**config.mk**
```make
export PLATFORM = sky130hd
export DESIGN_NAME = dpe_acc_tree
export DESIGN_NICKNAME = d
export VERILOG_FILES = /design/src/rtl/dpe_acc_tree.sv
export SDC_FILE = /design/constraint.sdc
export NUM_CORES = 1
export LEC_CHECK = 0
export CORE_MARGIN = 5
export CORE_UTILIZATION = 62
export DETAILED_ROUTE_END_ITERATION = 10
export GPL_ROUTABILITY_DRIVEN = 0
export PLACE_DENSITY = 0.85
export SLEW_MARGIN = 10
export SYNTH_ARGS = -nofsm -noshare
export SYNTH_HDL_FRONTEND = slang
export SYNTH_SLANG_ARGS = --single-unit
```
**constraint.sdc**
```tcl
create_clock -name clk -period 7.79 [get_ports clk]
set_clock_uncertainty 0.05 [all_clocks]
set_input_delay 2.337 -clock clk [delete_from_list [all_inputs] [get_ports clk]]
set_output_delay 2.337 -clock clk [all_outputs]
set_load 0.05 [all_outputs]
```
**src/rtl/dpe_acc_tree.sv**
```systemverilog
// Pipelined vector-sum and group accumulator: a registered binary adder tree feeds
// an ACC_W-bit group accumulator that emits one result per in_last-tagged group.
module dpe_acc_tree #(
  parameter int N_IN  = 8,
  parameter int IN_W  = 8,
  parameter int ACC_W = 24,
  parameter bit SAT   = 1'b1
) (
  input  logic                           clk,
  input  logic                           rst_n,
  input  logic                           in_valid,
  output logic                           in_ready,
  input  logic [N_IN-1:0][IN_W-1:0]      in_data,
  input  logic                           c_in,
  input  logic                           in_last,
  output logic                           out_valid,
  input  logic                           out_ready,
  output logic [ACC_W-1:0]               out_sum,
  output logic                           out_ovf
);

  localparam int L   = $clog2(N_IN);
  localparam int NP  = 1 << L;
  localparam int TW  = IN_W + L + 1;
  localparam int AW1 = ACC_W + 1;

  if (N_IN < 2) begin : g_bad_n_in
    $error("dpe_acc_tree: N_IN must be at least 2");
  end
  if (ACC_W < TW) begin : g_bad_acc_w
    $error("dpe_acc_tree: ACC_W must be at least IN_W + clog2(N_IN) + 1");
  end

  // A stalled result at the output freezes every stage, so nothing is lost or duplicated.
  logic adv;
  assign adv      = ~(out_valid & ~out_ready);
  assign in_ready = adv;

  // Node storage is full tree width at every level; sums cannot exceed it.
  logic [TW-1:0] node_reg [0:L][0:NP-1];
  logic [L:0]    valid_reg;
  logic [L:0]    last_reg;
  logic          carry_reg;

  genvar gi, gk;
  generate
    for (gi = 0; gi < NP; gi++) begin : g_stage0
      if (gi < N_IN) begin : g_op
        always_ff @(posedge clk) begin
          if (adv) node_reg[0][gi] <= TW'(in_data[gi]);
        end
      end else begin : g_pad
        always_ff @(posedge clk) begin
          if (adv) node_reg[0][gi] <= '0;
        end
      end
    end

    for (gk = 1; gk <= L; gk++) begin : g_level
      for (gi = 0; gi < NP; gi++) begin : g_node
        if (gi < (NP >> gk)) begin : g_add
          always_ff @(posedge clk) begin
            if (adv)
              node_reg[gk][gi] <= node_reg[gk-1][2*gi] + node_reg[gk-1][2*gi+1]
                                  + ((gk == 1 && gi == 0) ? TW'(carry_reg) : TW'(0));
          end
        end else begin : g_idle
          always_ff @(posedge clk) begin
            if (adv) node_reg[gk][gi] <= '0;
          end
        end
      end
    end
  endgenerate

  always_ff @(posedge clk) begin
    if (!rst_n) begin
      valid_reg <= '0;
    end else if (adv) begin
      valid_reg <= {valid_reg[L-1:0], in_valid};
    end
  end

  always_ff @(posedge clk) begin
    if (adv) begin
      last_reg  <= {last_reg[L-1:0], in_last};
      carry_reg <= c_in;
    end
  end

  // Accumulator stage
  logic [ACC_W-1:0] acc_reg;
  logic             ovf_reg;
  logic             first_reg;
  logic             fin_valid_reg;
  logic [ACC_W-1:0] fin_sum_reg;
  logic             fin_ovf_reg;

  logic [ACC_W-1:0] acc_base;
  logic [AW1-1:0]   sum_ext;
  logic [ACC_W-1:0] acc_next;
  logic             ovf_next;

  always_comb begin
    acc_base = first_reg ? '0 : acc_reg;
    sum_ext  = {1'b0, acc_base} + AW1'(node_reg[L][0]);
    ovf_next = (~first_reg & ovf_reg) | sum_ext[ACC_W];
    // Once clamped, the flag stays set, so the group stays pinned at full scale.
    if (SAT && ovf_next) acc_next = '1;
    else                 acc_next = sum_ext[ACC_W-1:0];
  end

  always_ff @(posedge clk) begin
    if (!rst_n) begin
      acc_reg       <= '0;
      ovf_reg       <= 1'b0;
      first_reg     <= 1'b1;
      fin_valid_reg <= 1'b0;
      fin_sum_reg   <= '0;
      fin_ovf_reg   <= 1'b0;
    end else if (adv) begin
      fin_valid_reg <= valid_reg[L] & last_reg[L];
      if (valid_reg[L]) begin
        if (last_reg[L]) begin
          fin_sum_reg <= acc_next;
          fin_ovf_reg <= ovf_next;
          acc_reg     <= '0;
          ovf_reg     <= 1'b0;
          first_reg   <= 1'b1;
        end else begin
          acc_reg     <= acc_next;
          ovf_reg     <= ovf_next;
          first_reg   <= 1'b0;
        end
      end
    end
  end

  always_ff @(posedge clk) begin
    if (!rst_n) begin
      out_valid <= 1'b0;
      out_sum   <= '0;
      out_ovf   <= 1'b0;
    end else if (adv) begin
      out_valid <= fin_valid_reg;
      if (fin_valid_reg) begin
        out_sum <= fin_sum_reg;
        out_ovf <= fin_ovf_reg;
      end
    end
  end

endmodule
```
==> impl_results.md <==
* Peak supply drop at 0.2039 mV
* Clock Path Buffers at 3
* # hold bufs at CTS at 0
* Drt first-iter violations at 561
* Final setup fails at 0
* # DRC at 0
* Synthesized instance count at 933
* Status: finished clean
* DP Wirelength at 13.51 mm
* First-pass iteration count of the detailed router at 6
* Routed len/inst at 15.67 um
* Setup TNS at 0 ns
* Setup WS post-layout at 1.537 ns
* Ant. Diodes at 0
* FMAX at 159.9 MHz
* TritonCTS clock tree: done
* Vias at 7270
* Die Area at 19480 um2
* Synthesized Nets at 1082
* Setup WS pre-CTS at 1.538 ns
* Clk_lat worst skew at 0.52 ns
* CP Class: in -> out
* Setup crit end kind: primary output
* Worst EP arrival at 3.87 ns
* Min-Delay Path Class: reg -> reg
* Die span in x at 139.6 um
* Slew @ Worst Pin at 1.143 ns
* Overall Global Routing Usage at 0.2002
* CP Launch Type: primary input
* PortBufs at 96
* Clock sinks at 218
* Vias per cell at 5.752
* Seq cells post-synth at 218
* Pwr Density at 273.3 nW/um2
* Post-synth EDFFs at 136
* Routed Wire Length at 19.81 mm
* # IOs at 97
* Final ANT Viol Nets at 0
* Ys flop type: edfxtp_1
* CTS Buf Count at 23
* Layout cell share with drive strength beyond 1 at 0.06322
* Final Max Tran Viols at 0
* Final hold vios at 0
* Register area share after synthesis at 0.5499
* Worst endpoint required time at 5.40 ns
* Rows at 47
* H-tree depth at 1
* LEAKAGE at 4.728 nW
* Core ar. at 16520 um2
* Synthesized area at 10410 um2
* Max-cap violations at 0
* Initial core utilization at 0.6300
* Worst-path clk slew at 0.06 ns
* Final period util at 0.8027
* CTS root buf: clkbuf_16
* Avg Cell Area, Syn at 11.16 um2
* First-pass GRT wire length at 33.06 mm
* Area growth syn-to-layout at 18.36%
* RSZ-0062 raised after global routing: no
* Nets at 1176
* Post-cts sizing count at 0
* Fin area at 12320 um2
* Antenna violations before repair at 0
* Yosys cell types at 65
* Tmin final at 6.253 ns
* Tot Pwr at 3.368 mW
* Relative slew margins at 0.2377
* Warnings, synthesis at 0
* Post-synth ARST share at 0
* Setup Fix Bufs, Post-CTS at 0
* Chip Height at 139.6 um
* Crit path max fanout at 7
* Largest net degree at the start of global routing at 80
* Dpl cell area at 11550 um2
* Total gr overflow at 0
* Number of flip-flops in the largest register at 131
* Vias in the first global route at 7169
-- per-layer routing --
metal / GRT usage / part of all wire / wire (um)
met2: 0.3651 / 0.52 / 10210
met3: 0.02882 / 0.050 / 993
met1: 0.2468 / 0.40 / 8012
met5: 0 / 0 / 0
met4: 0.06119 / 0.030 / 592
-- power breakdown --
part | switching, mW | internal (mW)
sequential | 0.0591 | 1.43
combinational | 0.427 | 0.369
clock | 0.447 | 0.639
total | 0.932 | 2.44
-- worst paths after layout --
kind,from,to,slack [ns],cells past startpoint
max,out_ready,in_ready,1.54,5
min reg2reg,last_reg[1],last_reg[2],0.37,0
min,last_reg[1],last_reg[2],0.37,0
max reg2reg,first_reg,fin_sum_reg[18],3.91,10
-- per-stage QoR --
step	hold slack [ns]	util	cells
finish	0.3736	0.7457	1264
global route	0.3842	0.7457	1264
detailed placement	0.3637	0.6989	1222
global placement	0.3518	0.6989	1222
CTS	0.3787	0.7457	1264
floorplan	0.3503	-	933
-- cell families after synthesis --
logic type,after synthesis,share of synthesized area
buffers and inverters,73,0.02872
muxes,4,0.003966
adders and majority gates,79,0.1014
xor gates and xnor gates,55,0.04627
AOI/OAI and AO/OA,239,0.1494
and+or+nand+nor,265,0.1203
DFF,218,0.5499
-- layout make-up --
cell class | count | area, um2
tap | 220 | 275.3
multi-input combinational | 642 | 4387
timing repair buffer | 102 | 1006
clock buffer | 32 | 704.4
inverter | 40 | 155.1
fill | 1086 | 4202
sequential | 218 | 5725
clock inverter | 10 | 70.07
-- worst max-delay path, stage by stage --
cell	delay, ns
clkdlybuf4s50_1	0.46
nor2b_1	0.04
buf_4	0.16
inv_6	0.06
clkdlybuf4s50_1	0.80
-- Yosys cell counts (8+ instances only) --
library cell / number / share of area
a21o_1: 16 / 0.012
nor2_1: 45 / 0.016
a21oi_1: 61 / 0.029
nor2b_1: 34 / 0.020
clkbuf_1: 27 / 0.0097
nor3_1: 16 / 0.0077
dfxtp_1: 82 / 0.16
inv_1: 40 / 0.014
nand2_1: 116 / 0.042
xnor2_1: 40 / 0.034
o21ai_1: 13 / 0.0062
o21ai_0: 54 / 0.026
fa_1: 9 / 0.017
ha_1: 70 / 0.084
xor2_1: 15 / 0.013
nand3_1: 8 / 0.0038
a21boi_0: 35 / 0.025
edfxtp_1: 136 / 0.39
-- placed cells by master (no fill, tap or decap), types with 5 or more instances in the layout --
master / instances
edfxtp_1: 136
nand2_1: 116
clkdlybuf4s50_1: 96
dfxtp_1: 82
ha_1: 70
a21oi_1: 61
o21ai_0: 54
nor2_1: 45
xnor2_1: 40
inv_1: 39
a21boi_0: 35
nor2b_1: 34
clkbuf_16: 26
a21o_1: 16
nor3_1: 16
xor2_1: 15
o21ai_1: 13
fa_1: 9
nand3_1: 8
o21a_1: 7
a31oi_1: 7
nand2b_1: 6
or3_1: 6
or2_2: 6
clkinv_2: 6
buf_4: 6
nand4_1: 5
Note: power is estimated with default switching activity, not from simulation.
